## config.mk

```make
export PLATFORM = sky130hd
export DESIGN_NAME = fp32_add_mul_unit_flat
export DESIGN_NICKNAME = d
export VERILOG_FILES = /design/src/rtl/fp32_add_mul_unit_if.sv /design/src/rtl/fp32_add_mul_unit.sv /design/src/flat_wrapper.sv
export SDC_FILE = /design/constraint.sdc
export NUM_CORES = 2
export LEC_CHECK = 0
export CORE_UTILIZATION = 35
export DETAILED_ROUTE_END_ITERATION = 6
export SLEW_MARGIN = 20
export SYNTH_ARGS = -nofsm -noshare
export SYNTH_HDL_FRONTEND = slang
export SYNTH_SLANG_ARGS = --single-unit
```

## constraint.sdc

```tcl
create_clock -name clk -period 37.2 [get_ports clk]
set_input_delay 3.72 -clock clk [delete_from_list [all_inputs] [get_ports clk]]
set_output_delay 3.72 -clock clk [all_outputs]
set_load 0.01 [all_outputs]
```

## src/rtl/fp32_add_mul_unit_if.sv

```systemverilog
// fp32_add_mul_unit_if: operand/result bundle for the binary32 add/multiply pair.
// The master drives the four operands and observes sum (combinational) and
// p (registered); the slave is the arithmetic unit itself.
interface fp32_add_mul_unit_if;
  logic [31:0] add_a;
  logic [31:0] add_b;
  logic [31:0] sum;
  logic [31:0] mul_a;
  logic [31:0] mul_b;
  logic [31:0] p;

  modport master (
    output add_a, add_b, mul_a, mul_b,
    input  sum, p
  );

  modport slave (
    input  add_a, add_b, mul_a, mul_b,
    output sum, p
  );
endinterface

```

## src/rtl/fp32_add_mul_unit.sv

```systemverilog
// fp32_add_mul_unit: IEEE-754 binary32 adder (combinational) and multiplier
// (one output register) for the neuron datapath.
// Subnormal operands read as signed zero; subnormal results flush to signed zero.
// Build option: define FP_ROUND_NEAREST_EN for round-to-nearest-even with
// overflow to Inf; otherwise results truncate toward zero and overflow
// saturates to the largest finite magnitude.
module fp32_add_mul_unit (
  input  logic                       clk,
  input  logic                       rst,
  fp32_add_mul_unit_if.slave         bus
);

  localparam logic [31:0] QNAN = 32'h7FC0_0000;

`ifdef FP_ROUND_NEAREST_EN
  localparam bit          ROUND_NEAREST = 1'b1;
  localparam logic [30:0] OVF_MAG       = 31'h7F80_0000;
`else
  localparam bit          ROUND_NEAREST = 1'b0;
  localparam logic [30:0] OVF_MAG       = 31'h7F7F_FFFF;
`endif

  // Count leading zeros of a 27-bit value; returns 27 when the value is zero.
  function automatic logic [4:0] lzc27(input logic [26:0] v);
    logic [4:0] n;
    logic       found;
    n     = 5'd27;
    found = 1'b0;
    for (int i = 26; i >= 0; i--) begin
      if (!found && v[i]) begin
        n     = 5'(26 - i);
        found = 1'b1;
      end
    end
    return n;
  endfunction

  // Round a normalised 24-bit mantissa (hidden bit at [23]) with guard/round/
  // sticky, renormalise a rounding carry, then pack with overflow/underflow.
  function automatic logic [31:0] round_pack(
    input logic               sign,
    input logic signed [11:0] exp_in,
    input logic [23:0]        mant,
    input logic               g,
    input logic               r,
    input logic               s
  );
    logic               inc;
    logic [24:0]        mr;
    logic signed [11:0] e;
    logic [31:0]        res;
    inc = ROUND_NEAREST & g & (r | s | mant[0]);
    mr  = {1'b0, mant} + 25'(inc);
    e   = exp_in;
    if (mr[24]) begin
      mr = mr >> 1;
      e  = e + 12'sd1;
    end
    if (e >= 12'sd255) begin
      res = {sign, OVF_MAG};
    end else if (e <= 12'sd0) begin
      res = {sign, 31'd0};
    end else begin
      res = {sign, e[7:0], mr[22:0]};
    end
    return res;
  endfunction

  // ---------------------------------------------------------------------------
  // Operand classification
  // ---------------------------------------------------------------------------
  logic aa_zero, aa_inf, aa_nan, ab_zero, ab_inf, ab_nan;
  logic ma_zero, ma_inf, ma_nan, mb_zero, mb_inf, mb_nan;

  assign aa_zero = (bus.add_a[30:23] == 8'h00);
  assign aa_inf  = (bus.add_a[30:23] == 8'hFF) && (bus.add_a[22:0] == 23'd0);
  assign aa_nan  = (bus.add_a[30:23] == 8'hFF) && (bus.add_a[22:0] != 23'd0);
  assign ab_zero = (bus.add_b[30:23] == 8'h00);
  assign ab_inf  = (bus.add_b[30:23] == 8'hFF) && (bus.add_b[22:0] == 23'd0);
  assign ab_nan  = (bus.add_b[30:23] == 8'hFF) && (bus.add_b[22:0] != 23'd0);
  assign ma_zero = (bus.mul_a[30:23] == 8'h00);
  assign ma_inf  = (bus.mul_a[30:23] == 8'hFF) && (bus.mul_a[22:0] == 23'd0);
  assign ma_nan  = (bus.mul_a[30:23] == 8'hFF) && (bus.mul_a[22:0] != 23'd0);
  assign mb_zero = (bus.mul_b[30:23] == 8'h00);
  assign mb_inf  = (bus.mul_b[30:23] == 8'hFF) && (bus.mul_b[22:0] == 23'd0);
  assign mb_nan  = (bus.mul_b[30:23] == 8'hFF) && (bus.mul_b[22:0] != 23'd0);

  // ---------------------------------------------------------------------------
  // Adder
  // ---------------------------------------------------------------------------
  logic               add_swap;
  logic               al_sign;
  logic [7:0]         al_exp, as_exp;
  logic [23:0]        al_man, as_man;
  logic [7:0]         add_d;
  logic [4:0]         add_sh;
  logic [50:0]        add_wide;
  logic [26:0]        add_small;
  logic               add_eff_sub;
  logic [27:0]        add_raw;
  logic [4:0]         add_lz;
  logic [26:0]        add_norm;
  logic signed [11:0] add_exp;
  logic [31:0]        add_res;

  // Align the smaller operand, add/subtract, normalise, round and handle specials.
  always_comb begin
    // NOTE: every variable gets a default before any branch so no latch is inferred.
    add_lz   = 5'd0;
    add_norm = 27'd0;
    add_exp  = 12'sd0;
    add_res  = 32'd0;

    add_swap = (bus.add_b[30:0] > bus.add_a[30:0]);
    al_sign  = add_swap ? bus.add_b[31]    : bus.add_a[31];
    al_exp   = add_swap ? bus.add_b[30:23] : bus.add_a[30:23];
    as_exp   = add_swap ? bus.add_a[30:23] : bus.add_b[30:23];
    al_man   = add_swap ? {1'b1, bus.add_b[22:0]} : {1'b1, bus.add_a[22:0]};
    as_man   = add_swap ? {1'b1, bus.add_a[22:0]} : {1'b1, bus.add_b[22:0]};

    // Shifts beyond 27 place the whole small mantissa below the sticky bit.
    add_d     = al_exp - as_exp;
    add_sh    = (add_d > 8'd27) ? 5'd27 : add_d[4:0];
    add_wide  = {as_man, 27'd0} >> add_sh;
    add_small = add_wide[50:24] | {26'd0, |add_wide[23:0]};

    add_eff_sub = bus.add_a[31] ^ bus.add_b[31];
    add_raw     = add_eff_sub ? ({1'b0, al_man, 3'b000} - {1'b0, add_small})
                              : ({1'b0, al_man, 3'b000} + {1'b0, add_small});

    if (add_raw[27]) begin
      add_norm = {add_raw[27:2], add_raw[1] | add_raw[0]};
      add_exp  = $signed({4'd0, al_exp}) + 12'sd1;
    end else begin
      add_lz   = lzc27(add_raw[26:0]);
      add_norm = add_raw[26:0] << add_lz;
      add_exp  = $signed({4'd0, al_exp}) - $signed({7'd0, add_lz});
    end

    if (aa_nan || ab_nan) begin
      add_res = QNAN;
    end else if (aa_inf && ab_inf) begin
      add_res = add_eff_sub ? QNAN : {bus.add_a[31], 8'hFF, 23'd0};
    end else if (aa_inf) begin
      add_res = {bus.add_a[31], 8'hFF, 23'd0};
    end else if (ab_inf) begin
      add_res = {bus.add_b[31], 8'hFF, 23'd0};
    end else if (aa_zero && ab_zero) begin
      add_res = {bus.add_a[31] & bus.add_b[31], 31'd0};
    end else if (aa_zero) begin
      add_res = bus.add_b;
    end else if (ab_zero) begin
      add_res = bus.add_a;
    end else if (add_raw == 28'd0) begin
      add_res = 32'd0;
    end else begin
      add_res = round_pack(al_sign, add_exp, add_norm[26:3],
                           add_norm[2], add_norm[1], add_norm[0]);
    end
  end

  assign bus.sum = add_res;

  // ---------------------------------------------------------------------------
  // Multiplier
  // ---------------------------------------------------------------------------
  logic               mul_sign;
  logic [47:0]        mul_prod;
  logic signed [11:0] mul_exp;
  logic [31:0]        mul_res;
  logic [31:0]        p_q;

  // Multiply mantissas, normalise by at most one bit, round and handle specials.
  always_comb begin
    mul_res  = 32'd0;
    mul_sign = bus.mul_a[31] ^ bus.mul_b[31];
    mul_prod = {1'b1, bus.mul_a[22:0]} * {1'b1, bus.mul_b[22:0]};
    mul_exp  = $signed({4'd0, bus.mul_a[30:23]}) + $signed({4'd0, bus.mul_b[30:23]})
             - 12'sd127;

    if (ma_nan || mb_nan) begin
      mul_res = QNAN;
    end else if ((ma_inf && mb_zero) || (ma_zero && mb_inf)) begin
      mul_res = QNAN;
    end else if (ma_inf || mb_inf) begin
      mul_res = {mul_sign, 8'hFF, 23'd0};
    end else if (ma_zero || mb_zero) begin
      mul_res = {mul_sign, 31'd0};
    end else if (mul_prod[47]) begin
      mul_res = round_pack(mul_sign, mul_exp + 12'sd1, mul_prod[47:24],
                           mul_prod[23], mul_prod[22], |mul_prod[21:0]);
    end else begin
      mul_res = round_pack(mul_sign, mul_exp, mul_prod[46:23],
                           mul_prod[22], mul_prod[21], |mul_prod[20:0]);
    end
  end

  // Product register; reset takes priority over a new product.
  always_ff @(posedge clk) begin
    // NOTE: clocked state uses non-blocking assignments so all registers update together.
    if (rst) begin
      p_q <= 32'd0;
    end else begin
      p_q <= mul_res;
    end
  end

  assign bus.p = p_q;

endmodule

```

## src/flat_wrapper.sv

```systemverilog
// flat-port wrapper written by rule: the top's interface ports become plain ports
module fp32_add_mul_unit_flat 
  (clk, rst, bus_add_a, bus_add_b, bus_mul_a, bus_mul_b, bus_sum, bus_p);
  fp32_add_mul_unit_if bus_i ();
  input  logic clk;
  input  logic rst;
  input wire logic [$bits(bus_i.add_a)-1:0] bus_add_a;
  input wire logic [$bits(bus_i.add_b)-1:0] bus_add_b;
  input wire logic [$bits(bus_i.mul_a)-1:0] bus_mul_a;
  input wire logic [$bits(bus_i.mul_b)-1:0] bus_mul_b;
  output wire logic [$bits(bus_i.sum)-1:0] bus_sum;
  output wire logic [$bits(bus_i.p)-1:0] bus_p;
  assign bus_i.add_a = bus_add_a;
  assign bus_i.add_b = bus_add_b;
  assign bus_i.mul_a = bus_mul_a;
  assign bus_i.mul_b = bus_mul_b;
  assign bus_sum = bus_i.sum;
  assign bus_p = bus_i.p;
  fp32_add_mul_unit u_core (.clk(clk), .rst(rst), .bus(bus_i));
endmodule
```

==> results.ini <==
[critical_path]
cpMostUsedCell = a21oi_1
endpoint_kind = primary output
required_ns = 33.48
worstSetupPathType = in -> out
startpoint_type = input port
cp_slowest_cell = clkdlybuf4s50_1
crit_path_max_fanout = 46
cp.arrival_ns = 20.16
slowest_delay_ns = 0.65

[place]
dp_cells = 5049
dp_hpwl_um = 80900
gp_congestion = 0.9675
numPortBuffers = 193

[synthesis]
synth-seq-cells = 32
synth_edf_count = 0
ys.flop_type = dfxtp_1
synth_nets = 4739
post_synth_num_cell_types = 100
syn_area_um2 = 29980
syn_avg_cell_area_um2 = 7.776
ys_async_sr_fraction = 0
yosysWarnings = 0
synth_cells = 3856
ys_seq_area_frac = 0.02137

[hold_path]
hold_path_class = in -> reg

[clocking]
hold_buffers = 0
clock_sinks = 32
h-tree-depth = 2
cts_tree = yes
root_buffer = clkbuf_16
clkTransAtPathRegs_ns = 0.05
cts_resized = 0
cts_buffers = 5
clockBufferDepth = 2
postCtsSetupRepairBufs = 0

[timing]
finalSetupViolations = 0
fin_crit_sh = 0.6418
slew_viol_final = 0
maxSlewHeadroom = 0.2276
finalHoldViolCount = 0
worst_slew_pin_slew_ns = 1.126
rsz0062_at_grt = false
setup_tns_ns = 0
fmax_ghz = 0.04188
period_minus_slack_ns = 23.88

[routing]
num_vias = 27995
dr.pass1.iters = 7
ant_nets = 0
wl_um = 103000
initialDrtViolationCount = 2394
route.detailed.wl_per_inst_um = 20.37
post_drt_via_cell_ratio = 5.536
route.detailed.drc = 0

[final_layout]
final_cell_mix = inv_1, nand2_1, fa_1
layout.cells.most_common = inv_1
syn2layout_area_growth_pct = 10.81
fillCellCount = 8718
drive_above_1_share = 0.04155
nets = 4805
antenna_cells = 0
instances_no_fill = 5057
largest_reg_flops = 32

[floorplanning]
io-pin-count = 194
coreArea_um2 = 84220
rows = 106
die_y_um = 294.7
die-width_um = 294.7
dieArea_um2 = 86840
start_util = 0.3560

[global_route]
antenna_found_initial = 1
grt_pass1_vias = 27743
grt_pass1_wl_um = 161700
grt_max_degree = 56
grt-ovfl-total = 0
track_usage = 0.2366

[run_status]
outcome = finished, final reports clean

[run]
maxCapViolations = 0

[routing by layer]
layer | wire, um | up-vias | global-route usage
met2 | 47880 | 1100 | 0.3893
met1 | 44520 | 13953 | 0.3214
met3 | 6975 | 192 | 0.02798
met4 | 3600 | 2 | 0.07635
met5 | 13 | - | 0
li1 | - | 12748 | -
[cells in the mapped netlist, types with 8 or more instances]
cell / n / area share
nand2_1: 533 / 0.067
nand2b_1: 19 / 0.0040
o311ai_0: 9 / 0.0026
a21oi_1: 185 / 0.031
a22o_1: 9 / 0.0026
buf_2: 17 / 0.0028
nand4b_1: 8 / 0.0023
a211oi_1: 35 / 0.0088
and3_1: 25 / 0.0052
or3_1: 16 / 0.0033
a221oi_1: 13 / 0.0038
nor2b_1: 26 / 0.0054
xor2_1: 27 / 0.0079
nor4_1: 46 / 0.0096
mux2_2: 23 / 0.0086
a31oi_1: 33 / 0.0069
mux4_2: 9 / 0.0068
mux2i_1: 83 / 0.028
inv_1: 640 / 0.080
clkbuf_1: 169 / 0.021
fa_1: 484 / 0.32
buf_4: 9 / 0.0023
o21ai_1: 23 / 0.0038
o31ai_1: 17 / 0.0043
dfxtp_1: 32 / 0.021
xnor2_1: 54 / 0.016
o211ai_1: 20 / 0.0050
nor2_1: 201 / 0.025
buf_1: 11 / 0.0014
o21bai_1: 24 / 0.0060
ha_1: 269 / 0.11
o22ai_1: 19 / 0.0040
and2_1: 230 / 0.048
nand4_1: 36 / 0.0075
nor3_1: 75 / 0.013
nand3_1: 53 / 0.0088
or2_2: 14 / 0.0029
a21o_1: 32 / 0.0080
o21a_1: 16 / 0.0040
o21ai_0: 147 / 0.025
[kinds of logic after synthesis]
family / Yosys count / share of synthesized area
DFF: 32 / 0.02137
and+or+nand+nor: 1323 / 0.2136
buffers and inverters: 851 / 0.1094
xor gates and xnor gates: 82 / 0.02420
muxes: 120 / 0.04498
AOI/OAI and AO/OA: 695 / 0.1511
adders and majority gates: 753 / 0.4354
[final timing paths]
check,startpoint,endpoint,slack [ns],cells after the start
min,bus_mul_a[31],u_core.bus.p[31],4.07,3
max,bus_add_a[23],bus_sum[17],13.32,58
[critical path: cells and delay by family]
| family | cells | cell delay [ns] |
|---|---|---|
| AO/OA/AOI/OAI | 30 | 7.30 |
| AND/OR/NAND/NOR | 16 | 5.02 |
| buffers and inverters | 6 | 2.09 |
| adder cells (fa/ha/maj) | 4 | 1.36 |
| multiplexers | 1 | 0.37 |
| XOR/XNOR | 1 | 0.26 |
[cell type report]
type / instances / area [um2] / share of cell area
Multi-Input combinational cell: 2973 / 26100 / 0.7855
Clock inverter: 2 / 35.03 / 0.001054
Clock buffer: 6 / 128.9 / 0.003879
Tap cell: 1134 / 1419 / 0.04270
Inverter: 641 / 2406 / 0.07242
Timing Repair Buffer: 269 / 2497 / 0.07516
Sequential cell: 32 / 640.6 / 0.01928
[per-stage QoR]
stage | hold slack [ns] | worst slack, ns | area, um2 | util
after floorplan | 3.797 | 17.47 | 29980 | -
after global placement | 4.364 | 14.06 | 33060 | 0.3926
after detailed placement | 4.366 | 13.76 | 33060 | 0.3926
after CTS | 4.072 | 13.67 | 33230 | 0.3945
after global routing | 4.117 | 12.26 | 33230 | 0.3945
final | 4.070 | 13.32 | 33230 | 0.3945
Power is not shown: default switching activity piles up to over one toggle a cycle in this logic, so the estimate is an artifact.
